### src/rtl/rr_arb8_sel.sv
`default_nettype none
// ============================================================================
//  Module   : rr_arb8_sel
//  Purpose  : Eight-way round-robin arbiter driving the select and handshake
//             of an 8:1 data multiplexer stage. One source is granted at a
//             time for at most HOLD accepted beats. A grant is followed by one
//             idle cycle, and the search start point rotates past the last
//             granted source.
//  Ports    : clk_i    rising-edge clock
//             rst_i    asynchronous active-high reset
//             req_i    [7:0] per-source request
//             ready_i  downstream accepts the beat when valid_o is high
//             sel_o    [2:0] granted source index (mux select)
//             gnt_o    [7:0] one-hot grant while busy, else zero
//             valid_o  mux output beat valid
//             ack_o    [7:0] one-hot accept strobe for the granted source
//  Revision : 1.0  initial release
// ============================================================================
module rr_arb8_sel #(
   parameter int unsigned HOLD = 4        // max beats per grant, 1..255
) (
   input  logic       clk_i,
   input  logic       rst_i,
   input  logic [7:0] req_i,
   input  logic       ready_i,
   output logic [2:0] sel_o,
   output logic [7:0] gnt_o,
   output logic       valid_o,
   output logic [7:0] ack_o
);

   localparam logic [0:0] ST_IDLE = 1'b0;
   localparam logic [0:0] ST_BUSY = 1'b1;

   localparam logic [7:0] C_LAST = 8'(HOLD - 1);

   logic [0:0] state_q, state_d;
   logic [2:0] ptr_q,   ptr_d;
   logic [7:0] cnt_q,   cnt_d;
   logic [2:0] sel_q,   sel_d;

   logic       busy_w;
   logic       beat_w;
   logic       release_w;
   logic [2:0] pick_w;
   logic [2:0] idx_w;

   assign busy_w    = (state_q == ST_BUSY);
   assign valid_o   = busy_w & req_i[sel_q];
   assign beat_w    = valid_o & ready_i;
   // Withdraw (request gone, so no beat) or final permitted beat.
   assign release_w = busy_w & (~req_i[sel_q] | (beat_w & (cnt_q == C_LAST)));

   assign sel_o = sel_q;
   assign gnt_o = busy_w ? (8'b1 << sel_q) : 8'b0;
   assign ack_o = beat_w ? gnt_o : 8'b0;

   // Rotating priority search. Scanning offsets from high to low lets the
   // lowest offset from ptr_q overwrite, so the first requester wins.
   always_comb begin
      pick_w = ptr_q;
      idx_w  = ptr_q;
      for (int k = 7; k >= 0; k--) begin
         idx_w = ptr_q + 3'(k);
         if (req_i[idx_w]) begin
            pick_w = idx_w;
         end
      end
   end

   always_comb begin
      state_d = state_q;
      ptr_d   = ptr_q;
      cnt_d   = cnt_q;
      sel_d   = sel_q;
      case (state_q)
         ST_IDLE: begin
            if (req_i != 8'h00) begin
               sel_d   = pick_w;
               cnt_d   = 8'h00;
               state_d = ST_BUSY;
            end
         end
         default: begin
            if (release_w) begin
               ptr_d   = sel_q + 3'd1;   // 7 wraps naturally to 0
               cnt_d   = 8'h00;
               state_d = ST_IDLE;
            end else if (beat_w) begin
               cnt_d   = cnt_q + 8'h01;
            end
         end
      endcase
   end

   always_ff @(posedge clk_i or posedge rst_i) begin
      if (rst_i) begin
         state_q <= ST_IDLE;
         ptr_q   <= 3'd0;
         cnt_q   <= 8'h00;
         sel_q   <= 3'd0;
      end else begin
         state_q <= state_d;
         ptr_q   <= ptr_d;
         cnt_q   <= cnt_d;
         sel_q   <= sel_d;
      end
   end

endmodule
`default_nettype wire

### config.mk
export PLATFORM = sky130hd
export DESIGN_NAME = rr_arb8_sel
export DESIGN_NICKNAME = d
export VERILOG_FILES = /design/src/rtl/rr_arb8_sel.sv
export SDC_FILE = /design/constraint.sdc
export NUM_CORES = 1
export LEC_CHECK = 0
export CAP_MARGIN = 30
export CORE_AREA = 4 4 51 75
export CTS_BUF_LIST = sky130_fd_sc_hd__clkbuf_8
export DETAILED_ROUTE_END_ITERATION = 16
export DIE_AREA = 0 0 55 79
export PLACE_DENSITY = 0.8
export SETUP_SLACK_MARGIN = 0.3
export SLEW_MARGIN = 20
export SYNTH_ARGS = -nofsm -noshare
export SYNTH_HDL_FRONTEND = slang
export SYNTH_SLANG_ARGS = --single-unit
### constraint.sdc
create_clock -name clk_i -period 4.6 [get_ports clk_i]
set_clock_uncertainty 0.05 [all_clocks]
set_input_delay 1.38 -clock clk_i [delete_from_list [all_inputs] [get_ports clk_i]]
set_output_delay 1.38 -clock clk_i [all_outputs]
set_load 0.03 [all_outputs]
After elaboration in Yosys (flattened, before gate mapping)

Cells that the tools add are included.

Flip-flop bits (word level): 15
Output and inout bits: 20

Magnitude comparators: 9
Equality and inequality tests: 2
Shift-type cells: 1
Bitwise logic cells: 7
Add/sub/neg operators: 9
Mux-type cells: 35
Reduce and logical (&&, ||, !) cells: 5

Operators by type and width:

| kind                                                                  | count |
|---|---|
| 8-bit two-way mux                                                     | 6 |
| 3-bit by 4-bit < comparator with 1-bit output (second input constant) | 9 |
| 1-bit binary-select mux with 3-bit select                             | 9 |
| 3-bit two-way mux                                                     | 8 |
| 3-bit adder (second input constant)                                   | 4 |
| 1-bit two-way mux                                                     | 12 |
| 8-bit by 1-bit adder with 8-bit output (second input constant)        | 1 |
| 8-bit by 2-bit == test with 1-bit output (second input constant)      | 1 |
| 8-bit nonzero test                                                    | 1 |
| 1-bit by 3-bit left shift with 8-bit output (first input constant)    | 1 |
| 3-bit by 1-bit adder with 3-bit output (second input constant)        | 2 |
| 3-bit by 2-bit adder with 3-bit output (second input constant)        | 2 |
| 2-bit AND reduction                                                   | 3 |
| 1-bit AND                                                             | 4 |
| 3-bit by 1-bit != test with 1-bit output (second input constant)      | 1 |
| 1-bit NOT                                                             | 2 |
| 2-bit nonzero test                                                    | 1 |
| 1-bit OR                                                              | 1 |

Longest topological paths before layout

Gate-level depths: netlist of run 1.

Depth in word-level cells: 11
Depth in mapped cells: 11
Gate-level depth less buffers: 8

Least setup slack after synthesis of run 1

Ideal clock, no wire load.

Path type: input to output
From: input port req_i[3]
To: output port ack_o[3]
Slack: 0.472 ns
Required time: 3.170 ns
Stages on the path: 4
Arrival: 2.698 ns
Cells stage by stage: mux4_2 mux2i_1 nor2_1 and3_1

Word-level cells in the longest chain between the ends: 5

Ends and longest elaborated chain:

| item                                      | line | RTL |
|---|---|---|
| from (decl)                               | 24   | `input logic [7:0] req_i,` |
| 1-bit binary-select mux with 3-bit select | 49   | `assign valid_o = busy_w & req_i[sel_q];` |
| 1-bit two-way mux (not written as such)   | 49   |  |
| 1-bit AND                                 | 49   |  |
| named net valid_o                         | 28   | `output logic valid_o,` |
| 1-bit AND                                 | 50   | `assign beat_w = valid_o & ready_i;` |
| 8-bit two-way mux                         | 56   | `assign ack_o = beat_w ? gnt_o : 8'b0;` |
| to (decl)                                 | 29   | `output logic [7:0] ack_o` |

The timed path passes the listed nets, and every way through them passes these cells. The select of a mux whose other input is x is not followed.

Final worst setup path of run 1

From: input port req_i[3]
To: output port ack_o[3]

Word-level cells in the longest chain between the ends: 5

Ends and longest elaborated chain:

| item                                      | line |
|---|---|
| 1-bit binary-select mux with 3-bit select | 49 |
| 1-bit two-way mux (not written as such)   | 49 |
| 1-bit AND                                 | 49 |
| 1-bit AND                                 | 50 |
| 8-bit two-way mux                         | 56 |

No other way between the ends. The select of a mux whose other input is x is not followed.

==> out/results.ini, run 1 <==
[timing]
finalMaxSlewViolations = 0
max_freq_ghz = 0.239
rsz0062_at_grt = false
hold_violations = 0
min_period_over_period = 0.911
tns_ps = 0
slew_headroom = 0.530
setup_violations = 0
fin_crit_ps = 4190
tightestPinTransition_ps = 705

[routing]
drc_errors = 0
routed_wirelength_mm = 4.83
post_drt_wl_per_cell_um = 17.0
first_pass_iters = 4
avgViaCountPerCell = 6.22
ant_nets = 0
vias = 1772
drt-initial-drc-count = 72

[setup_path]
cp_cell_sequence = dlygate4sd2_1 > mux4_2 > mux2i_2 > nor2_2 > and3_1 > buf_6
critical_path.slowest_cell = mux4_2
arrival_ps = 2760
worstPathRequired_ps = 3170
critical_path_peak_fanout = 4
critPathMaxStageDelay_ps = 520
cp_num_buf_inv = 2
crit_path_end_kind = primary output
path_class = in2out
cp_top_family = multiplexers
cp-start-kind = primary input

[grt]
grt_use_total = 0.241
grt_pass1_vias = 1652
grt_max_degree = 21
grt_overflow = 0
grt_pass1_wl_mm = 7.89
antenna_found_initial = 0

[place]
hpwl_mm = 3.75
globalplace.congestion = 0.869
place.port_buffers = 30
place_area_um2 = 2190

[final_layout]
fin_area_um2 = 2200
diodes = 0
layout_common_cells = nand2_1, nor2_1, dfrtp_1
final_common_cell = nand2_1
area_delta_synth_final_pct = 22.9
layout.nets = 266
drive_gt1_frac = 0.184

[power_and_ir_drop]
p_leak_nw = 0.993
p_comb_frac = 0.779
sw_frac_of_total = 0.523
power_density_nw_per_um2 = 761
power_frac_seq = 0.159
internal_power_w = 0.000800
power.switching_w = 0.000877
ir_worst_vdd_mv = 0.483
pwr-share-clk = 0.062

[floorplan]
start_util = 0.568
die_h_um = 79
dieArea_um2 = 4350
rows = 25
core-area_um2 = 3160
ios = 31
die_w_um = 55

[clock_tree]
clock-sinks = 15
cts-htree-levels = 1
cts_root_buffer = clkbuf_8
cts_tree = done
clk_latency_ps = 250
clk_pin_slew_ps = 60
cts.path.max_buffers = 2
cts_inserted_buffers = 3

[synth]
ys_warn_count = 0
synth_seq_area_share = 0.209
synth-seq-cells = 15
syn_inst = 207
synthArstFlopShare = 1.00
synth_cell_types = 45
syn_area_per_cell_um2 = 8.66
synth_edf_count = 0
syn_nets = 227
synthFlopType = dfrtp_1
synth_area_um2 = 1790

[run]
drv_cap = 0

[hold_path]
hold_path.class = reg2reg

[status]
run_status = finished clean

## metrics by stage
step                      hold WS [ps]  power [W]  utilization  std cells  setup WS (ps)
after floorplan                    433    0.00123            -        207            472
after CTS                          483    0.00166        0.697        285            422
after global routing               517    0.00181        0.697        285            351
after global placement             460    0.00154        0.693        281           -240
after detailed placement           462    0.00155        0.693        281           -257
final                              489    0.00168        0.697        285            410
## logic make-up (layout without fill, tap and decap cells)
group	Yosys count	after routing	share of synthesized area
fa+ha+maj	9	9	0.0628
buf+inv	22	60	0.0565
mux	27	27	0.232
flops	15	15	0.209
simple gates	82	82	0.233
xor+xnor	6	6	0.0293
compound gates	46	46	0.177
## what timing repair did
| action | CTS | global route |
|---|---|---|
| hold endpoints to repair | 0 | 0 |
| resized for setup | 57 | 0 |
| hold buffers | 0 | 0 |
| endpoints found under the setup margin | 9 | 0 |
| setup buffers | 0 | 0 |
## cells in the mapped netlist (8+ instances only)
cell	n	area, um^2
nand2_1	20	75.1
nand3_1	8	40.0
dfrtp_1	15	375
ha_1	9	113
a21oi_1	8	40.0
mux4_2	10	225
inv_1	13	48.8
nor2_1	16	60.1
mux2i_1	11	110
o21ai_0	9	45.0
and2_1	9	56.3
and3_1	11	68.8
## routing by layer
layer | vias up | share of wire | global-route usage
li1 | 849 | - | -
met1 | 862 | 0.40 | 0.299
met2 | 50 | 0.55 | 0.429
met3 | 11 | 0.030 | 0.0188
met4 | 0 | 0.018 | 0.0633
met5 | - | 0 | 0
## layout make-up
cell class                      count  area (um^2)
Fill cell                         278          956
Sequential cell                    15          375
Inverter                           13         48.8
Clock inverter                      1         3.75
Multi-Input combinational cell    170         1320
Tap cell                           40         50.0
Clock buffer                        3         41.3
Timing Repair Buffer               43          362
## worst reg2reg max path: cells and delay by family (launching register included)
kind / cells / cell delay (ps)
compound gates: 2 / 690
mux: 1 / 630
fa+ha+maj: 1 / 520
simple gates: 3 / 460
flops: 1 / 350
buf+inv: 1 / 170
## path summary, 6_finish.rpt
kind	start	endpoint	slack (ps)	cells after the start
max in group asynchronous	rst_i	cnt_q[4]	2700	2
worst min-delay path	cnt_q[0]	cnt_q[0]	490	1
worst min register to register	cnt_q[0]	cnt_q[0]	490	1
worst max-delay path	req_i[3]	ack_o[3]	410	6
worst max register to register	ptr_q[1]	sel_o[2]	1590	8
min in group asynchronous	rst_i	busy_w	1430	2
## flip-flops by register name, indices dropped and copies added (netlist names)
register / count
busy_w: 1
cnt_q: 8
ptr_q: 3
sel_o: 3
## power groups by stage
stage	logic [W]	registers (W)	clock network (W)
floorplan	0.000982	0.000247	0
global placement	0.00127	0.000264	0
detailed placement	0.00129	0.000266	0
CTS	0.00129	0.000265	0.000105
global route	0.00142	0.000277	0.000110
finish	0.00131	0.000266	0.000104
(Power assumes the default switching activity.)
==> run 2, diff against run 1 <==
--- a/config.mk
+++ b/config.mk
@@ -5,6 +5,7 @@
 export SDC_FILE = /design/constraint.sdc
 export NUM_CORES = 1
 export LEC_CHECK = 0
+export ABC_CLOCK_PERIOD_IN_PS = 4600
 export CAP_MARGIN = 30
 export CORE_AREA = 4 4 51 75
 export CTS_BUF_LIST = sky130_fd_sc_hd__clkbuf_8
==> results of run 2 <==
No change in the layout: final DEF, timing and power equal those of run 1.
